==> src/rtl/c2f_chunk_arbiter_if.sv <==
// C2F chunk ring types and the arbiter's producer/consumer-facing bus.
// The slave modport is the arbiter's view; the master modport is the
// producer/consumer side that drives the requests and acks.
package c2f_pkg;
    localparam int PTR_W = 4;
    localparam int OFF_W = 8;

    typedef logic [PTR_W-1:0] C2FChunkPtr;
    typedef logic [OFF_W-1:0] C2FChunkOffset;
endpackage

interface c2f_chunk_arbiter_if;
    import c2f_pkg::*;

    C2FChunkPtr              wrPtr_in;
    C2FChunkPtr              rdPtr_out;
    C2FChunkPtr    [1:0]     consWrPtr_out;
    logic          [1:0]     consEnable_in;
    logic          [1:0]     dtAck_in;
    C2FChunkOffset [1:0]     consRdOffset_in;
    C2FChunkOffset           rdOffset_out;
    logic          [1:0]     owner_out;
    logic          [1:0][31:0] chunkCount_out;
    logic                    timeoutErr_out;
    logic                    ackErr_out;

    modport slave (
        input  wrPtr_in, consEnable_in, dtAck_in, consRdOffset_in,
        output rdPtr_out, consWrPtr_out, rdOffset_out, owner_out,
               chunkCount_out, timeoutErr_out, ackErr_out
    );

    modport master (
        output wrPtr_in, consEnable_in, dtAck_in, consRdOffset_in,
        input  rdPtr_out, consWrPtr_out, rdOffset_out, owner_out,
               chunkCount_out, timeoutErr_out, ackErr_out
    );
endinterface

==> src/rtl/c2f_chunk_arbiter.sv <==
// Round-robin arbiter handing whole C2F ring chunks to one of two consumers.
// A consumer owns one chunk until it pulses dtAck (or the optional watchdog
// expires); the non-owner sees an empty ring throughout.
module c2f_chunk_arbiter
    import c2f_pkg::*;
#(
    parameter int unsigned TIMEOUT = 0
) (
    input  logic               sysClk_in,
    input  logic               sysRstN_in,
    c2f_chunk_arbiter_if.slave bus
);

    typedef enum logic {
        S_IDLE = 1'b0,
        S_OWN  = 1'b1
    } state_t;

    state_t           r_state;
    state_t           w_state_nxt;
    logic [1:0]       r_owner;
    logic             r_last_owner;
    C2FChunkPtr       r_rd_ptr;
    logic [31:0]      r_wd_cnt;
    logic [1:0][31:0] r_chunk_cnt;
    logic             r_timeout_err;
    logic             r_ack_err;

    logic w_own_idx;
    logic w_chunk_avail;
    logic w_grant;
    logic w_grant_idx;
    logic w_owner_ack;
    logic w_stray_ack;
    logic w_timeout;
    logic w_release;

    assign w_own_idx     = r_owner[1];
    assign w_chunk_avail = (bus.wrPtr_in != r_rd_ptr);
    assign w_release     = w_owner_ack | w_timeout;

    // Next-state, grant selection, ack classification and watchdog expiry.
    always_comb begin
        // NOTE: every signal gets a default before the case so no path leaves
        // one unassigned, which would otherwise infer a latch.
        w_state_nxt = r_state;
        w_grant     = 1'b0;
        w_grant_idx = 1'b0;
        w_owner_ack = 1'b0;
        w_stray_ack = 1'b0;
        w_timeout   = 1'b0;
        case (r_state)
            S_IDLE: begin
                w_stray_ack = |bus.dtAck_in;
                if (w_chunk_avail && (|bus.consEnable_in)) begin
                    w_grant     = 1'b1;
                    w_state_nxt = S_OWN;
                    case (bus.consEnable_in)
                        2'b01:   w_grant_idx = 1'b0;
                        2'b10:   w_grant_idx = 1'b1;
                        default: w_grant_idx = ~r_last_owner;
                    endcase
                end
            end
            S_OWN: begin
                w_owner_ack = bus.dtAck_in[w_own_idx];
                w_stray_ack = bus.dtAck_in[~w_own_idx];
                w_timeout   = (TIMEOUT != 0) && !w_owner_ack &&
                              (r_wd_cnt == (TIMEOUT - 32'd1));
                if (w_owner_ack || w_timeout) begin
                    w_state_nxt = S_IDLE;
                end
            end
            default: w_state_nxt = S_IDLE;
        endcase
    end

    // State register; synchronous reset returns to S_IDLE.
    always_ff @(posedge sysClk_in) begin
        // NOTE: sequential state uses non-blocking assignments so every
        // register samples pre-edge values regardless of statement order.
        if (!sysRstN_in) begin
            r_state <= S_IDLE;
        end else begin
            r_state <= w_state_nxt;
        end
    end

    // Ownership, read pointer, watchdog, statistics and sticky error flags.
    always_ff @(posedge sysClk_in) begin
        if (!sysRstN_in) begin
            r_owner       <= 2'b00;
            r_last_owner  <= 1'b1;
            r_rd_ptr      <= '0;
            r_wd_cnt      <= '0;
            r_chunk_cnt   <= '0;
            r_timeout_err <= 1'b0;
            r_ack_err     <= 1'b0;
        end else begin
            if (w_stray_ack) begin
                r_ack_err <= 1'b1;
            end
            if (w_grant) begin
                r_owner  <= w_grant_idx ? 2'b10 : 2'b01;
                r_wd_cnt <= '0;
            end else if (r_state == S_OWN) begin
                if (w_release) begin
                    r_rd_ptr     <= r_rd_ptr + 1'b1;
                    r_last_owner <= w_own_idx;
                    r_owner      <= 2'b00;
                end else if (TIMEOUT != 0) begin
                    r_wd_cnt <= r_wd_cnt + 32'd1;
                end
                if (w_owner_ack) begin
                    r_chunk_cnt[w_own_idx] <= r_chunk_cnt[w_own_idx] + 32'd1;
                end
                if (w_timeout) begin
                    r_timeout_err <= 1'b1;
                end
            end
        end
    end

    // Per-consumer pointer views and RAM read-offset mux.
    always_comb begin
        bus.consWrPtr_out[0] = r_rd_ptr;
        bus.consWrPtr_out[1] = r_rd_ptr;
        bus.rdOffset_out     = bus.consRdOffset_in[0];
        if (r_state == S_OWN) begin
            bus.consWrPtr_out[w_own_idx] = bus.wrPtr_in;
            bus.rdOffset_out             = bus.consRdOffset_in[w_own_idx];
        end
    end

    assign bus.rdPtr_out      = r_rd_ptr;
    assign bus.owner_out      = r_owner;
    assign bus.chunkCount_out = r_chunk_cnt;
    assign bus.timeoutErr_out = r_timeout_err;
    assign bus.ackErr_out     = r_ack_err;

endmodule

==> src/flat_wrapper.sv <==
// flat-port wrapper written by rule: the top's interface ports become plain ports
module c2f_chunk_arbiter_flat import c2f_pkg::*;
#(
    parameter int unsigned TIMEOUT = 0
)
  (sysClk_in, sysRstN_in, bus_wrPtr_in, bus_consEnable_in, bus_dtAck_in, bus_consRdOffset_in, bus_rdPtr_out, bus_consWrPtr_out, bus_rdOffset_out, bus_owner_out, bus_chunkCount_out, bus_timeoutErr_out, bus_ackErr_out);
  c2f_chunk_arbiter_if bus_i ();
  input  logic sysClk_in;
  input  logic sysRstN_in;
  input wire logic [$bits(bus_i.wrPtr_in)-1:0] bus_wrPtr_in;
  input wire logic [$bits(bus_i.consEnable_in)-1:0] bus_consEnable_in;
  input wire logic [$bits(bus_i.dtAck_in)-1:0] bus_dtAck_in;
  input wire logic [$bits(bus_i.consRdOffset_in)-1:0] bus_consRdOffset_in;
  output wire logic [$bits(bus_i.rdPtr_out)-1:0] bus_rdPtr_out;
  output wire logic [$bits(bus_i.consWrPtr_out)-1:0] bus_consWrPtr_out;
  output wire logic [$bits(bus_i.rdOffset_out)-1:0] bus_rdOffset_out;
  output wire logic [$bits(bus_i.owner_out)-1:0] bus_owner_out;
  output wire logic [$bits(bus_i.chunkCount_out)-1:0] bus_chunkCount_out;
  output wire logic [$bits(bus_i.timeoutErr_out)-1:0] bus_timeoutErr_out;
  output wire logic [$bits(bus_i.ackErr_out)-1:0] bus_ackErr_out;
  assign bus_i.wrPtr_in = bus_wrPtr_in;
  assign bus_i.consEnable_in = bus_consEnable_in;
  assign bus_i.dtAck_in = bus_dtAck_in;
  assign bus_i.consRdOffset_in = bus_consRdOffset_in;
  assign bus_rdPtr_out = bus_i.rdPtr_out;
  assign bus_consWrPtr_out = bus_i.consWrPtr_out;
  assign bus_rdOffset_out = bus_i.rdOffset_out;
  assign bus_owner_out = bus_i.owner_out;
  assign bus_chunkCount_out = bus_i.chunkCount_out;
  assign bus_timeoutErr_out = bus_i.timeoutErr_out;
  assign bus_ackErr_out = bus_i.ackErr_out;
  c2f_chunk_arbiter #(.TIMEOUT(TIMEOUT)) u_core (.sysClk_in(sysClk_in), .sysRstN_in(sysRstN_in), .bus(bus_i));
endmodule
==> config.mk <==
export PLATFORM = sky130hd
export DESIGN_NAME = c2f_chunk_arbiter_flat
export DESIGN_NICKNAME = d
export VERILOG_FILES = /design/src/rtl/c2f_chunk_arbiter_if.sv /design/src/rtl/c2f_chunk_arbiter.sv /design/src/flat_wrapper.sv
export SDC_FILE = /design/constraint.sdc
export NUM_CORES = 1
export LEC_CHECK = 0
export ABC_AREA = 1
export CAP_MARGIN = 0
export CORE_UTILIZATION = 50
export CTS_BUF_LIST = sky130_fd_sc_hd__clkbuf_8
export DETAILED_ROUTE_END_ITERATION = 8
export PLACE_DENSITY = 0.87
export REMOVE_ABC_BUFFERS = 1
export SETUP_SLACK_MARGIN = 0.5
export SYNTH_ARGS = -nofsm -noshare
export SYNTH_HDL_FRONTEND = slang
export SYNTH_SLANG_ARGS = --single-unit
==> constraint.sdc <==
create_clock -name sysClk_in -period 5 [get_ports sysClk_in]
set_input_delay 0.75 -clock sysClk_in [delete_from_list [all_inputs] [get_ports sysClk_in]]
set_output_delay 0.75 -clock sysClk_in [all_outputs]
set_load 0.02 [all_outputs]
==> summary.md, run 1 <==
| Metric | Value |
|---|---|
| Run status | `finished with violations` |
| Failing checks | `design-rule violations` |
| Cell Count, Final, Fillers Out | `937` |
| Layout cell share with drive strength beyond 1 | `0.106` |
| IO Count | `114` |
| Clk sinks | `between 70 and 80` |
| Core region area | `between 8000 and 9000 sq um` |
| Initial antenna violation count | `0` |
| Average wire per standard cell | `about 14 um` |
| M1 wire length | `5770 um` |
| GRT Total Usage | `0.281` |
| CTS max path bufs | `2` |
| TritonCTS Buffers | `9` |
| Netlist cell types | `40` |
| WP data required | `4.25 ns` |
| CTS tree | `done` |
| DIE AREA | `~9600 sq um` |
| Kind of critical path | `register to output pin` |
| Setup violators final | `0` |
| Most used DFF post-synth | `dfxtp_1` |
| DR top layer | `met4` |
| Largest net degree at the start of global routing | `48` |
| Maximum net fanout on the critical path | `47` |
| Post-synthesis sequential area ratio | `0.317` |
| Layout Nets | `855` |
| DP Area | `5680 sq um` |
| WHS Endpoint | `u_core.bus.chunkCount_out[59]` |
| Hold Crit Depth | `2` |
| Worst VDD drop | `~0.18 mV` |
| Fillers | `between 700 and 800` |
| Async set-reset flop share out of synthesis | `0` |
| CTS clock-pin slew for the worst setup and hold paths | `0.08 ns` |
| Clock latency on the worst-skew pair | `0.35 ns` |
| Post-Syn Instances | `just over 700` |
| Gr ovfl total | `0` |
| Die height | `98.0 um` |
| Final Slew Violations | `0` |
| Top-area cell type share of the netlist area | `0.317` |
| Detail Route met2 WL | `between 6000 and 7000 um` |
| CTS root buf | `clkbuf_8` |
| DR vias | `between 4k and 5k` |
| Post-synth EDFFs | `0` |
| Final worst-path cycle share | `0.741` |
| Design Area, Final | `a little under 6000 sq um` |
| IO buf count | `112` |
| Fmax | `approximately 270 MHz` |
| Worst R2R Setup Slack | `1.69 ns` |
| Setup TNS | `0 ns` |
| R2R depth | `6` |
| Chip Width | `~98 um` |
| HP Class | `register to register` |
| Final wirelength | `12,900 um` |
| Drt pass-1 iters | `7` |
| Maxcap violations | `0` |
| Skew final | `0.00725 ns` |
| H-tree depth | `3` |
| CTS hold repair buffers | `0` |
| Register bit total from synthesis | `73` |
| P_leak | `between 2 and 3 nW` |
| Initial Utilization | `0.524` |
| Setup ws final | `1.29 ns` |
| Syn Area/Cell | `between 6 and 7 sq um` |
| Area Growth Syn to Fin | `27.8%` |
| Slew HR | `0.326` |
| Vias in the first global route | `about 4.6k` |
| Number of diodes | `0` |
| Arrival @ worst endpoint | `2.96 ns` |
| # DRC | `13` |
| Yosys Warn Count | `0` |
| Dpl ws | `1.68 ns` |
| Pwr Total | `approximately 1.5 mW` |
| Post-cts gate resize count | `0` |
| Worst setup EP type | `output pin` |
| Synthesized area | `4610 sq um` |
| First-pass GRT wire length | `21,800 um` |
| Leading area contributor after synthesis | `dfxtp_1` |
| RePlAce Congestion | `0.942` |
| DP Cell Count | `922` |
| Post-CTS Setup Bufs | `0` |
| Final HPWL DP | `approximately 9500 um` |
| Worst hold start | `u_core.bus.chunkCount_out[59]` |
| Pwr Density | `around 250 nW/um^2` |
| Vias/cell | `around 5.2` |
| Final min period | `3.71 ns` |
| Worst reg2reg path endpoint | `u_core.bus.chunkCount_out[39]` |
| Worst slew pin tran | `between 1 and 1.5 ns` |
| R2r startpoint | `u_core.bus.owner_out[1]` |
| Unrepaired setup endpoints after global routing | `false` |
| Startpoint Class | `register` |
| Fin. Hold Viols | `0` |
| Site Rows | `34` |
| Number of routed nets with antenna violations | `0` |
| DRT iter0 DRCs | `roughly 320` |
| DR WL met3 | `775 um` |
| Largest cells by area after synthesis | `dfxtp_1 32%, nand2_1 22%, inv_1 7.0%` |
## worst max path at each step
stage | start | to | slack [ns] | depth (start not counted)
2_1_floorplan | u_core.bus.owner_out[1] | bus_consWrPtr_out[4] | 2.05 | 4
3_3_place_gp | u_core.bus.owner_out[1] | bus_consWrPtr_out[5] | 1.79 | 5
3_5_place_dp | u_core.bus.owner_out[1] | bus_consWrPtr_out[7] | 1.68 | 5
4_1_cts | u_core.bus.owner_out[1] | bus_consWrPtr_out[7] | 1.29 | 5
5_1_grt | u_core.bus.owner_out[1] | bus_consWrPtr_out[7] | 1.05 | 5
6_report | u_core.bus.owner_out[1] | bus_consWrPtr_out[7] | 1.29 | 5
## cells in the mapped netlist (2+ instances only)
| library cell | n |
|---|---|
| a31oi_1 | 5 |
| clkbuf_1 | 5 |
| o21bai_1 | 2 |
| o21ai_1 | 6 |
| nand3_1 | 43 |
| ha_1 | 4 |
| o22ai_1 | 2 |
| a21oi_1 | 11 |
| nor2_1 | 33 |
| buf_2 | 10 |
| dfxtp_1 | 73 |
| buf_12 | 2 |
| nand4_1 | 2 |
| o21a_1 | 15 |
| o211ai_1 | 5 |
| o21ai_0 | 44 |
| inv_2 | 2 |
| inv_1 | 86 |
| nand2_1 | 276 |
| buf_8 | 3 |
| xnor2_1 | 5 |
| nand2_4 | 2 |
| a21o_1 | 2 |
| nor2_2 | 19 |
| nand2_2 | 36 |
| xor2_1 | 8 |
| buf_6 | 3 |
| nor2_4 | 9 |
## critical path, stage by stage (launching register included)
cell and delay, ns:
dfxtp_2 1.00, nand2_2 0.30, inv_1 0.45, nand2_1 0.12, o21ai_0 0.10, clkdlybuf4s50_1 0.63
## registers in the layout, summed over array words and instances, names as in the netlist
name	cells
u_core.bus.chunkCount_out	64
u_core.bus.rdPtr_out	4
u_core.r_last_owner	1
u_core.bus.ackErr_out	1
u_core.bus.owner_out	2
u_core.r_state	1
## per-stage QoR
stage | utilization | hold slack (ns)
3_5_place_dp | 0.645 | 0.463
6_report | 0.669 | 0.480
2_1_floorplan | - | 0.450
4_1_cts | 0.669 | 0.474
5_1_grt | 0.669 | 0.504
3_3_place_gp | 0.645 | 0.460
## report_power, final
group	total [mW]	switching, mW	internal, mW
Clock	0.506	0.219	0.288
Combinational	0.335	0.195	0.141
Sequential	0.643	0.0327	0.611
## cells in the final DEF, fill, tap and decap left out, drive strengths merged, types with 4 or more instances in the layout
| master | synthesis | layout |
|---|---|---|
| a21oi | 12 | 12 |
| a31oi | 5 | 5 |
| clkbuf | 5 | 10 |
| clkdlybuf4s50 | 0 | 112 |
| dfxtp | 73 | 73 |
| ha | 4 | 4 |
| inv | 89 | 91 |
| nand2 | 314 | 314 |
| nand3 | 43 | 43 |
| nor2 | 61 | 61 |
| o211ai | 5 | 5 |
| o21a | 15 | 15 |
| o21ai | 51 | 51 |
| xnor2 | 5 | 5 |
| xor2 | 8 | 8 |
## per-layer routing
layer | up-vias | global-route usage
li1 | 2445 | -
met1 | 2223 | 0.351
met2 | 162 | 0.479
met3 | 29 | 0.0437
met4 | 0 | 0.121
met5 | - | 0
## cell type report
class,instances,area [sq um],share of cell area
Multi-Input combinational cell,537,2610,0.442
Sequential cell,73,1460,0.248
Timing Repair Buffer,114,1140,0.193
Inverter,90,343,0.0582
Clock buffer,10,138,0.0233
Tap cell,108,135,0.0229
Clock inverter,5,72.6,0.0123
## cells by family after synthesis
logic type	synth area share
other	0.000813
flip-flops	0.317
AO/OA/AOI/OAI	0.122
buffers and inverters	0.118
adder cells (fa/ha/maj)	0.0109
XOR/XNOR	0.0247
multiplexers	0.00217
AND/OR/NAND/NOR	0.405
No activity file was read; power rests on OpenSTA's default activity.
==> run 2, diff against run 1 <==
==> constraint.sdc (replaced) <==
create_clock -name sysClk_in -period 3.7 [get_ports sysClk_in]
set_input_delay 0.555 -clock sysClk_in [delete_from_list [all_inputs] [get_ports sysClk_in]]
set_output_delay 0.555 -clock sysClk_in [all_outputs]
set_load 0.02 [all_outputs]
==> run 2 against run 1 <==
Against the previous run: clock-buffer cell count up 1; global-route usage down 0.12 points; flip-flop and latch count unchanged; routed wire length down 1.0%; via count down 0.10%; sequential power up 34%; the flow still finishes with violations (design-rule violations); non-clock buffer count up 4; first-iteration DRC count down 12%; clock skew up 0.0015 ns; largest power group unchanged; final area about the same.
==> summary.md, run 2 (synthesized netlist as in run 1, its figures left out) <==
| Metric | Value |
|---|---|
| Layout Nets | `859` |
| Fin. Hold Viols | `0` |
| WP data required | `3.14 ns` |
| Vias/cell | `5.15` |
| Drt pass-1 iters | `8` |
| Most common cell after layout, fill and taps aside | `nand2_1` |
| Final HPWL DP | `9550 um` |
| Final worst-path cycle share | `0.773` |
| TritonCTS Buffers | `9` |
| CTS hold repair buffers | `0` |
| Fillers | `around 800` |
| Clock latency on the worst-skew pair | `0.36 ns` |
| CTS max path bufs | `2` |
| Final wirelength | `around 13,000 um` |
| DIE AREA | `9610 sq um` |
| CTS tree | `done` |
| Layout cell share with drive strength beyond 1 | `0.110` |
| Initial Utilization | `0.524` |
| Seq pwr share | `0.456` |
| Run status | `finished with violations` |
| Unrepaired setup endpoints after global routing | `false` |
| Startpoint Class | `register` |
| Gr ovfl total | `0` |
| # DRC | `13` |
| RePlAce Congestion | `0.900` |
| GRT Total Usage | `0.280` |
| IO buf count | `about 110` |
| Clk sinks | `73` |
| CTS clock-pin slew for the worst setup and hold paths | `0.07 ns` |
| CTS root buf | `clkbuf_8` |
| H-tree depth | `3` |
| Arrival @ worst endpoint | `between 2 and 2.5 ns` |
| Pwr Density | `roughly 320 nW/um^2` |
| Final Core Density | `0.669` |
| HP Class | `register to register` |
| Switching Share | `0.320` |
| Most frequent cells in the layout | `276 x nand2_1, 112 x clkdlybuf4s50_1, 89 x inv_1` |
| Number of diodes | `0` |
| Average wire per standard cell | `about 14 um` |
| Power share of the clock group | `0.301` |
| Failing checks | `design-rule violations` |
| IO Count | `114` |
| Skew final | `0.00874 ns` |
| Area Growth Syn to Fin | `27.8%` |
| Final Slew Violations | `0` |
| Worst VDD drop | `about 0.22 mV` |
| DR vias | `4,854` |
| Chip Width | `98.0 um` |
| Fmax | `between 300 and 400 MHz` |
| Worst setup EP type | `output pin` |
| Maxcap violations | `0` |
| Site Rows | `34` |
| Number of routed nets with antenna violations | `0` |
| Pwr Total | `1.90 mW` |
| Worst slew pin tran | `0.534 ns` |
| Gate power share | `0.243` |
| Final min period | `between 2 and 3 ns` |
| Kind of critical path | `register to output pin` |
| DRT iter0 DRCs | `280` |
| Largest net degree at the start of global routing | `42` |
| Core region area | `slightly below 9000 sq um` |
| Max FFs per register | `64` |
| P_leak | `2.51 nW` |
| Maximum net fanout on the critical path | `28` |
| First-pass GRT wire length | `around 22,000 um` |
| Int Power | `1.29 mW` |
| Slew HR | `0.643` |
| Initial antenna violation count | `0` |
| Setup violators final | `0` |
| Vias in the first global route | `4,696` |
| Setup TNS | `0 ns` |
| Die height | `98.0 um` |
| Switch Pwr | `0.607 mW` |
-- run 2: cell count changes in the layout (fill, tap and decap cells not counted) --
cell | previous run | this run
clkinvlp_4 | 0 | 1
dfxtp_2 | 1 | 0
clkbuf_8 | 10 | 11
inv_1 | 88 | 89
dfxtp_4 | 0 | 1
buf_4 | 2 | 6
bufinv_16 | 2 | 0
-- run 2: per-stage QoR --
| stage | instance area [sq um] | worst slack [ns] | cells | hold slack [ns] |
|---|---|---|---|---|
| after floorplan | 4410 | 0.766 | 700 | 0.450 |
| after global placement | 5710 | 1.02 | 926 | 0.458 |
| after detailed placement | 5710 | 0.974 | 926 | 0.461 |
| after CTS | 5890 | 0.590 | 942 | 0.472 |
| after global routing | 5890 | 0.594 | 942 | 0.496 |
| final | 5890 | 0.838 | 942 | 0.473 |
-- run 2: final cells by class --
type	count	area (sq um)	share of cell area
clock buffers	11	151	0.0257
clock inverters	5	23.8	0.00403
inverters	90	343	0.0582
multi-input cells	537	2610	0.443
flip-flops and latches	73	1470	0.249
well taps	108	135	0.0229
repair buffers	118	1170	0.198
-- run 2: path summary, 6_finish.rpt --
kind | from | to | slack (ns) | cells after the start
setup / recovery | u_core.bus.owner_out[1] | bus_consWrPtr_out[6] | 0.84 | 5
hold / removal | u_core.bus.chunkCount_out[59] | u_core.bus.chunkCount_out[59] | 0.47 | 2
setup reg to reg | u_core.bus.owner_out[1] | u_core.bus.chunkCount_out[26] | 1.33 | 12
hold reg to reg | u_core.bus.chunkCount_out[59] | u_core.bus.chunkCount_out[59] | 0.47 | 2
-- run 2: critical path: stages (launching register included) --
cell             delay (ns)
dfxtp_4                0.56
nand2_2                0.21
inv_1                  0.38
nand2_1                0.09
o21ai_0                0.09
clkdlybuf4s50_1        0.62
-- run 2: timing repair --
item                                    CTS  global route
endpoints found under the setup margin    0            12
hold endpoints to repair                  0             0
buffers inserted                          0             0
resized for setup                         0             1
-- run 2: routing by layer --
layer  track usage  up-vias  wire length (um)
met5             0        -                 0
met4         0.128        0               376
met3        0.0565       30              1080
met2         0.470      211              5920
met1         0.344     2169              5410
li1              -     2444                 -
-- run 2: power by group through the flow --
stage / combinational, mW / sequential, mW / clock [mW]
CTS: 0.461 / 0.864 / 0.578
finish: 0.461 / 0.864 / 0.571
detailed placement: 0.458 / 0.882 / 0
global route: 0.507 / 0.870 / 0.610
global placement: 0.448 / 0.881 / 0
floorplan: 0.222 / 0.922 / 0
==> run 3, diff against run 2 <==
--- a/config.mk
+++ b/config.mk
@@ -7,10 +7,10 @@
 export LEC_CHECK = 0
 export ABC_AREA = 1
 export CAP_MARGIN = 0
-export CORE_UTILIZATION = 50
+export CORE_UTILIZATION = 47
 export CTS_BUF_LIST = sky130_fd_sc_hd__clkbuf_8
 export DETAILED_ROUTE_END_ITERATION = 8
-export PLACE_DENSITY = 0.87
+export PLACE_DENSITY = 0.86
 export REMOVE_ABC_BUFFERS = 1
 export SETUP_SLACK_MARGIN = 0.5
 export SYNTH_ARGS = -nofsm -noshare
==> constraint.sdc (replaced) <==
create_clock -name sysClk_in -period 2.3 [get_ports sysClk_in]
set_input_delay 0.345 -clock sysClk_in [delete_from_list [all_inputs] [get_ports sysClk_in]]
set_output_delay 0.345 -clock sysClk_in [all_outputs]
set_load 0.02 [all_outputs]
==> run 3 against run 2 <==
Against the previous run: the flow now finishes without violations; via count increased by 19%; power is 83% higher; worst setup slack got worse by 0.52 ns; critical path depth grew 9; global-route usage rose by 0.91 points; largest cell class unchanged.
==> summary.md, run 3 (synthesized netlist as in run 1, its figures left out) <==
| Metric | Value |
|---|---|
| GRT Total Usage | `0.289` |
| Drt pass-1 iters | `8` |
| H-tree depth | `3` |
| Core region area | `9370 sq um` |
| DIE AREA | `10,200 sq um` |
| Pwr Density | `500 nW/um^2` |
| Kind of critical path | `register to register` |
| Most frequent cells in the layout | `220 x nand2_1, 91 x clkdlybuf4s50_1, 81 x nand2_2` |
| Worst setup EP type | `register` |
| Largest net degree at the start of global routing | `31` |
| Multi-input logic area | `just over 3000 sq um` |
| Final wirelength | `approximately 18,000 um` |
| DP Area | `5810 sq um` |
| Most common cell after layout, fill and taps aside | `nand2_1` |
| Crit-path slowest cell | `dfxtp_4` |
| Chip Width | `101 um` |
| Dpl ws | `roughly 0.21 ns` |
| Top delay family on crit path | `simple AND/OR/NAND/NOR gates` |
| First-pass GRT wire length | `roughly 23,000 um` |
| Clock latency on the worst-skew pair | `0.37 ns` |
| Die height | `between 100 and 150 um` |
| Unrepaired setup endpoints after global routing | `true` |
| Worst path most repeated cell | `nand2_1` |
| WP data required | `2.57 ns` |
| Skew final | `0.00942 ns` |
| CTS root buf | `clkbuf_8` |
| TritonCTS Buffers | `9` |
| P_leak | `3.07 nW` |
| Vias in the first global route | `roughly 4.8k` |
| Max FFs per register | `64` |
| Setup ws final | `between 0.3 and 0.4 ns` |
| Fmax | `505 MHz` |
| Pwr Total | `3.47 mW` |
| Gr ovfl total | `0` |
| Maxcap violations | `0` |
| Worst VDD drop | `~0.47 mV` |
| Clk sinks | `73` |
| Vias/cell | `roughly 5.7` |
| CTS clock-pin slew for the worst setup and hold paths | `roughly 0.080 ns` |
| IO Count | `114` |
| Fin. Hold Viols | `0` |
| Final min period | `1.98 ns` |
| Average wire per standard cell | `17.6 um` |
| IO buf count | `between 100 and 150` |
| Final worst-path cycle share | `0.862` |
| Final Slew Violations | `0` |
| Maximum net fanout on the critical path | `14` |
| DRT iter0 DRCs | `~520` |
| # DRC | `0` |
| Initial antenna violation count | `0` |
| Final HPWL DP | `9400 um` |
| Design Area, Final | `6940 sq um` |
| Run status | `complete, no violations` |
| Startpoint Class | `register` |
| Layout Nets | `907` |
| Number of diodes | `0` |
| RePlAce Congestion | `0.901` |
| Critical path's largest stage delay | `0.38 ns` |
| Area Growth Syn to Fin | `50.6%` |
| Arrival @ worst endpoint | `2.26 ns` |
| DR vias | `approximately 5.8k` |
| Layout cell share with drive strength beyond 1 | `0.287` |
| Site Rows | `35` |
| CTS tree | `done` |
| Fillers | `644` |
| Crit-path cells | `clkbuf_16, inv_16, buf_6, nand2_2, nand2_2, nand2_2, nor2_1, nand2_1, nor2_2, nand2_1, nand2_1, nand3_1, nand2_1, inv_1` |
| Setup violators final | `0` |
| Register area | `1470 sq um` |
| HP Class | `register to register` |
| Worst Path Buf+Inv | `4` |
| Number of routed nets with antenna violations | `0` |
| CTS max path bufs | `2` |
| Initial Utilization | `0.492` |
## run 3: cell count changes in the layout (fill, tap and decap cells not counted), sizes merged, moves of 2 or more
cell           previous run  this run
buf                       6        60
dlymetal6s2s              0         3
clkinv                    2         6
dlygate4sd2               0         2
inv                      92        87
clkinvlp                  1         3
clkbuf                   11        18
clkdlybuf4s50           112        91
## run 3: layer usage
layer,global-route usage,part of all wire
met1,0.342,0.36
met4,0.107,0.063
met2,0.501,0.46
met3,0.0735,0.13
met5,0,0
## run 3: cell type report
class	count	area share
flip-flops and latches	73	0.211
multi-input cells	538	0.435
repair buffers	163	0.245
clock buffers	11	0.0218
well taps	129	0.0232
repair inverters	2	0.00342
inverters	90	0.0524
clock inverters	5	0.00775
## run 3: final timing paths
check                                startpoint                            end  slack [ns]  depth (start not counted)
setup reg to reg        u_core.bus.owner_out[1]  u_core.bus.chunkCount_out[25]        0.32                         14
setup / recovery        u_core.bus.owner_out[1]  u_core.bus.chunkCount_out[25]        0.32                         14
hold reg to reg   u_core.bus.chunkCount_out[56]  u_core.bus.chunkCount_out[56]        0.47                          2
hold / removal    u_core.bus.chunkCount_out[56]  u_core.bus.chunkCount_out[56]        0.47                          2
## run 3: report_power, final
| group | total (mW) | switching, mW | internal [mW] |
|---|---|---|---|
| sequential | 1.39 | 0.0626 | 1.33 |
| clock | 1.08 | 0.521 | 0.557 |
| combinational | 1.00 | 0.577 | 0.426 |
| total | 3.47 | 1.16 | 2.31 |
## run 3: stage by stage
step	cells	setup TNS, ns	utilization	hold slack [ns]
detailed placement	954	0	0.619	0.457
global placement	954	0	0.619	0.457
finish	1011	0	0.741	0.472
CTS	989	0	0.682	0.471
floorplan	700	-33.88	-	0.448
global route	1011	0	0.741	0.492
## run 3: timing repair
action | CTS | global route
hold buffers | 0 | 0
gates resized for setup | 146 | 97
pin swaps | 27 | 44
endpoints found under the setup margin | 74 | 78
cloned | 3 | 8
buffers inserted | 16 | 14
## run 3: worst reg2reg max path, delay by kind of cell (launching register included)
kind | cells | cell delay, ns
buffers and inverters | 4 | 0.45
flip-flops | 1 | 0.38
AND/OR/NAND/NOR | 10 | 1.07
